<file path="config.mk">
export PLATFORM = sky130hd
export DESIGN_NAME = fetch_pc_sequencer
export DESIGN_NICKNAME = d
export VERILOG_FILES = /design/src/rtl/fetch_pc_sequencer.sv
export SDC_FILE = /design/constraint.sdc
export NUM_CORES = 1
export LEC_CHECK = 0
export ABC_CLOCK_PERIOD_IN_PS = 1700
export BUFFER_PORTS_ARGS = -buffer_cell sky130_fd_sc_hd__buf_4
export CAP_MARGIN = 5
export CORE_ASPECT_RATIO = 0.9
export CORE_MARGIN = 2
export CORE_UTILIZATION = 45
export CTS_BUF_LIST = sky130_fd_sc_hd__clkbuf_16
export DETAILED_ROUTE_END_ITERATION = 6
export GPL_TIMING_DRIVEN = 0
export PLACE_DENSITY = 0.81
export SETUP_SLACK_MARGIN = 0.4
export SYNTH_ARGS = -nofsm -noshare
export SYNTH_HDL_FRONTEND = slang
export SYNTH_SLANG_ARGS = --single-unit
export TNS_END_PERCENT = 5
</file>
<file path="constraint.sdc">
create_clock -name CLOCK_50 -period 1.7 [get_ports CLOCK_50]
set_input_delay 0.17 -clock CLOCK_50 [delete_from_list [all_inputs] [get_ports CLOCK_50]]
set_output_delay 0.17 -clock CLOCK_50 [all_outputs]
set_load 0.02 [all_outputs]
</file>
<file path="src/rtl/fetch_pc_sequencer.sv">
// -----------------------------------------------------------------------------
// fetch_pc_sequencer
//
// Instruction-fetch stage. Owns the program counter and closes the next-PC
// loop through an external 2:1 mux: PC + PC_INCREMENT leaves on
// CC_FETCH_pcPlus4_OutBUS (mux data0) and the mux output comes back on
// CC_FETCH_nextPC_InBUS. The mux select (branch taken) is also
// CC_FETCH_redirect_In, which flushes the stage and refetches from nextPC.
//
// Fetches use a req/ack handshake to instruction memory. The returned word is
// held in a one-entry buffer and presented downstream with valid/ready.
//
// Ports
//   CLOCK_50                 in   single clock, rising edge
//   RESET_InHigh             in   synchronous active-high reset
//   CC_FETCH_nextPC_InBUS    in   next PC from the 2:1 mux output
//   CC_FETCH_redirect_In     in   mux selects branch target; flush + refetch
//   CC_FETCH_pcPlus4_OutBUS  out  PC + PC_INCREMENT (combinational from PC)
//   CC_FETCH_memAddr_OutBUS  out  instruction memory address (= PC)
//   CC_FETCH_memReq_Out      out  fetch request (registered)
//   CC_FETCH_memAck_In       in   memory ack, data valid same cycle
//   CC_FETCH_memData_InBUS   in   instruction word from memory
//   CC_FETCH_instr_OutBUS    out  buffered instruction
//   CC_FETCH_instrPC_OutBUS  out  address of the buffered instruction
//   CC_FETCH_valid_Out       out  buffered instruction valid
//   CC_FETCH_ready_In        in   decode accepts when valid & ready
// -----------------------------------------------------------------------------
module fetch_pc_sequencer #(
  parameter int unsigned                DATAWIDTH_BUS = 32,
  parameter logic [DATAWIDTH_BUS-1:0]   RESET_PC      = '0,
  parameter logic [DATAWIDTH_BUS-1:0]   PC_INCREMENT  = DATAWIDTH_BUS'(4)
) (
  input  logic                     CLOCK_50,
  input  logic                     RESET_InHigh,
  input  logic [DATAWIDTH_BUS-1:0] CC_FETCH_nextPC_InBUS,
  input  logic                     CC_FETCH_redirect_In,
  output logic [DATAWIDTH_BUS-1:0] CC_FETCH_pcPlus4_OutBUS,
  output logic [DATAWIDTH_BUS-1:0] CC_FETCH_memAddr_OutBUS,
  output logic                     CC_FETCH_memReq_Out,
  input  logic                     CC_FETCH_memAck_In,
  input  logic [DATAWIDTH_BUS-1:0] CC_FETCH_memData_InBUS,
  output logic [DATAWIDTH_BUS-1:0] CC_FETCH_instr_OutBUS,
  output logic [DATAWIDTH_BUS-1:0] CC_FETCH_instrPC_OutBUS,
  output logic                     CC_FETCH_valid_Out,
  input  logic                     CC_FETCH_ready_In
);

  typedef enum logic [1:0] {
    StStart = 2'd0,
    StFetch = 2'd1,
    StHold  = 2'd2
  } state_e;

  state_e                   state_q,    state_d;
  logic [DATAWIDTH_BUS-1:0] pc_q,       pc_d;
  logic                     mem_req_q,  mem_req_d;
  logic                     valid_q,    valid_d;
  logic [DATAWIDTH_BUS-1:0] instr_q,    instr_d;
  logic [DATAWIDTH_BUS-1:0] instr_pc_q, instr_pc_d;

  // Next-state logic. Redirect outranks everything except reset: it loads
  // the mux output, kills any buffered instruction and discards a coincident
  // ack, so the refetch goes out on the very next cycle.
  always_comb begin
    state_d    = state_q;
    pc_d       = pc_q;
    mem_req_d  = mem_req_q;
    valid_d    = valid_q;
    instr_d    = instr_q;
    instr_pc_d = instr_pc_q;

    if (CC_FETCH_redirect_In) begin
      pc_d      = CC_FETCH_nextPC_InBUS;
      valid_d   = 1'b0;
      state_d   = StFetch;
      mem_req_d = 1'b1;
    end else begin
      unique case (state_q)
        StStart: begin
          state_d   = StFetch;
          mem_req_d = 1'b1;
        end
        StFetch: begin
          // Address stays on memAddr until ack; PC only moves on ack.
          if (CC_FETCH_memAck_In) begin
            instr_d    = CC_FETCH_memData_InBUS;
            instr_pc_d = pc_q;
            valid_d    = 1'b1;
            pc_d       = CC_FETCH_nextPC_InBUS;
            state_d    = StHold;
            mem_req_d  = 1'b0;
          end
        end
        StHold: begin
          // valid is always set in this state, so ready alone means accept.
          if (CC_FETCH_ready_In) begin
            valid_d   = 1'b0;
            state_d   = StFetch;
            mem_req_d = 1'b1;
          end
        end
        default: begin
          state_d   = StStart;
          mem_req_d = 1'b0;
          valid_d   = 1'b0;
        end
      endcase
    end
  end

  always_ff @(posedge CLOCK_50) begin
    if (RESET_InHigh) begin
      state_q    <= StStart;
      pc_q       <= RESET_PC;
      mem_req_q  <= 1'b0;
      valid_q    <= 1'b0;
      instr_q    <= '0;
      instr_pc_q <= '0;
    end else begin
      state_q    <= state_d;
      pc_q       <= pc_d;
      mem_req_q  <= mem_req_d;
      valid_q    <= valid_d;
      instr_q    <= instr_d;
      instr_pc_q <= instr_pc_d;
    end
  end

  // Modulo-2^DW add; wraps silently.
  assign CC_FETCH_pcPlus4_OutBUS = pc_q + PC_INCREMENT;
  assign CC_FETCH_memAddr_OutBUS = pc_q;
  assign CC_FETCH_memReq_Out     = mem_req_q;
  assign CC_FETCH_instr_OutBUS   = instr_q;
  assign CC_FETCH_instrPC_OutBUS = instr_pc_q;
  assign CC_FETCH_valid_Out      = valid_q;

endmodule

</file>
==> flow_metrics.py <==
metrics = {
    "synthesis": {
        "ys_seq_area_frac": 0.485,
        "postSynthCellCount": 523,
        "ys_ff_latch": 100,
        "synth_area_um2": 4130,
        "synth_top_area_share": 0.485,
        "synth_warnings": 0,
        "yosysTopAreaCell": "dfxtp_1",
        "synthTopCellsByArea": "dfxtp_1, nand2_1, a21oi_1",
        "syn_nets": 593,
        "syn_avg_cell_area_um2": 7.90,
        "synth_cell_types": 38,
    },
    "global_route": {
        "grt_pass1_vias": 4149,
        "grt_overflow": 0,
        "grt_pass1_wl_um": 20700,
        "grt_max_degree": 20,
        "track_usage": 0.261,
        "antenna_found_initial": 0,
    },
    "clocking": {
        "cts_root_buffer": "clkbuf_16",
        "cts_buffers": 9,
        "cts_sinks": 100,
        "path_clk_slew_ns": 0.07,
        "cts_tree": "built",
        "clkLatencyLatePin_ns": 0.34,
        "ctsHtreeMaxLevel": 3,
        "cts_buffer_depth": 2,
    },
    "critical_path": {
        "reg2regPathDepth": 5,
        "r2r_end": "CC_FETCH_instrPC_OutBUS[30]",
        "required_ns": 1.53,
        "worstPathArrival_ns": 1.82,
        "cp-start-kind": "register",
        "r2r_slack_ns": 0,
        "critPathMaxFanout": 6,
        "worst-setup-path-type": "register to output port",
        "worstSetupEndpointType": "output port",
        "r2r_start": "state_q[1]",
    },
    "finish": {
        "mostFrequentLayoutCells": "buf_4, nand2_1, dfxtp_1",
        "layout.nets": 816,
        "diodes": 0,
        "syn_to_final_growth_pct": 72.6,
        "num-fill-cells": 627,
        "final_common_cell": "buf_4",
        "drive_gt1_frac": 0.603,
        "stdcell_area_um2": 7130,
    },
    "sta": {
        "worst_pin_slew_ns": 0.650,
        "finalCriticalPeriod_ns": 1.99,
        "skew_ns": 0.0110,
        "slew_headroom": 0.567,
        "grt_setup_unrepaired": "true",
        "period_share": 1.17,
        "final-hold-violation-count": 0,
        "setup-violations-final": 24,
        "fin_ws_ns": -0.293,
        "finalSetupTns_ns": -5.35,
        "fmax_ghz": 0.502,
        "slew_violations": 0,
    },
    "route": {
        "ant_nets": 0,
        "drc": 0,
        "dr.pass1.iters": 4,
        "drt_first_iter_violations": 150,
        "viasPerCell": 5.10,
        "vias": 4450,
        "drt_wl_total_um": 13900,
        "avgRoutedWirePerCell_um": 15.9,
    },
    "placed_design": {
        "gp_congestion": 0.827,
        "placed_area_um2": 6000,
        "hpwl_um": 9630,
        "io_buffers": 196,
    },
    "floorplan": {
        "row_count": 33,
        "die_h_um": 94.9,
        "io_pins": 199,
        "die_w_um": 105,
        "initial_core_util": 0.459,
        "core-area_um2": 9000,
        "dieArea_um2": 9960,
    },
    "hold_path": {
        "holdPathStages": 3,
        "min_to": "CC_FETCH_memAddr_OutBUS[7]",
        "hp-class": "input port to register",
        "worstHoldStart": "CC_FETCH_nextPC_InBUS[7]",
    },
    "outcome": {
        "violations": "negative setup slack",
        "status": "finished with violations",
    },
    "power_and_ir_drop": {
        "power.density_nw_per_um2": 788,
        "leakagePower_nw": 3.11,
        "max-vdd-ir-drop_mv": 0.454,
    },
    "job": {
        "max-cap-violations": 0,
    },
}
[layout make-up]
class	instances	area, µm²	share of cell area
Buffer	37	393	0.0551
Clock buffer	9	225	0.0316
Clock inverter	7	72.6	0.0102
Inverter	4	15.0	0.00211
Multi-Input combinational cell	382	2590	0.364
Sequential cell	100	2060	0.289
Tap cell	122	153	0.0214
Timing Repair Buffer	212	1620	0.227
[cells in the mapped netlist (all sizes together)]
cell and n:
nand2 202, dfxtp 100, a21oi 98, buf 22, xnor2 22, clkbuf 15, nand4 12, nand3 9
nor2 6, xor2 6, and3 5, inv 4, nor4 4, nor3 3, nand2b 2, nand4b 2
o21ai 2, a211oi 1, a21o 1, and2 1, and4 1, ha 1, nand3b 1, nor2b 1
o21a 1, or2 1
[timing repair]
| item | 4_1_cts | 5_1_grt |
|---|---|---|
| hold buffers | 0 | 0 |
| resized for setup | 185 | 35 |
| setup buffers | 11 | 5 |
| setup endpoints to repair | 122 | 125 |
| hold endpoints to repair | 0 | 0 |
| pin swaps | 163 | 51 |
[worst max-delay path, cell delays in order, from the launching register on]
cell     delay (ns)
dfxtp_2        0.43
inv_1          0.13
nor4_2         0.38
nand4_1        0.19
xnor2_2        0.19
buf_4          0.16
[metrics by stage]
| stage | hold WS [ns] | instances | power (mW) | setup WS (ns) | util |
|---|---|---|---|---|---|
| after floorplan | 0.300 | 523 | 3.05 | 0.112 | - |
| after global placement | 0.416 | 841 | 3.45 | -0.0723 | 0.667 |
| after detailed placement | 0.420 | 841 | 3.47 | -0.123 | 0.667 |
| after CTS | 0.0557 | 868 | 5.59 | -0.333 | 0.773 |
| after global routing | 0.0589 | 873 | 5.81 | -0.422 | 0.792 |
| final | 0.0641 | 873 | 5.62 | -0.293 | 0.792 |
[flip-flops by register name, summed over array words and instances (netlist names)]
name                     flops
CC_FETCH_memAddr_OutBUS     32
state_q                      2
CC_FETCH_valid_Out           1
CC_FETCH_memReq_Out          1
CC_FETCH_instr_OutBUS       32
CC_FETCH_instrPC_OutBUS     32
[layer usage]
metal / GRT usage / vias up / wire length [µm]
met5: 0 / - / 0
met4: 0.0900 / 0 / 212
met3: 0.0490 / 18 / 721
met2: 0.457 / 131 / 7200
met1: 0.327 / 2131 / 5730
li1: - / 2170 / -
[cell families (layout without fill, tap and decap cells)]
logic type / Yosys count / after routing / synth area share
flip-flops: 100 / 100 / 0.485
AO/OA/AOI/OAI: 103 / 103 / 0.127
XOR/XNOR: 28 / 28 / 0.0594
buffers and inverters: 41 / 269 / 0.0542
AND/OR/NAND/NOR: 250 / 250 / 0.272
adder cells (fa/ha/maj): 1 / 1 / 0.00303
[report_power, final]
group	internal [mW]	leakage, nW	switching [mW]
Sequential	2.43	0.827	0.126
Clock	1.03	0.146	0.976
Combinational	0.494	2.14	0.555
[how the worst max path moves through the flow]
stage                     slack (ns)  depth (start not counted)                       start                          end
after floorplan                 0.11                          5  CC_FETCH_memAddr_OutBUS[3]  CC_FETCH_pcPlus4_OutBUS[24]
after global placement         -0.07                          6  CC_FETCH_memAddr_OutBUS[3]  CC_FETCH_pcPlus4_OutBUS[18]
after detailed placement       -0.12                          6  CC_FETCH_memAddr_OutBUS[3]  CC_FETCH_pcPlus4_OutBUS[18]
after CTS                      -0.33                          6  CC_FETCH_memAddr_OutBUS[9]  CC_FETCH_pcPlus4_OutBUS[18]
after global routing           -0.42                          6  CC_FETCH_memAddr_OutBUS[9]  CC_FETCH_pcPlus4_OutBUS[18]
final                          -0.29                          5  CC_FETCH_memAddr_OutBUS[8]  CC_FETCH_pcPlus4_OutBUS[20]
(Power assumes the default switching activity.)
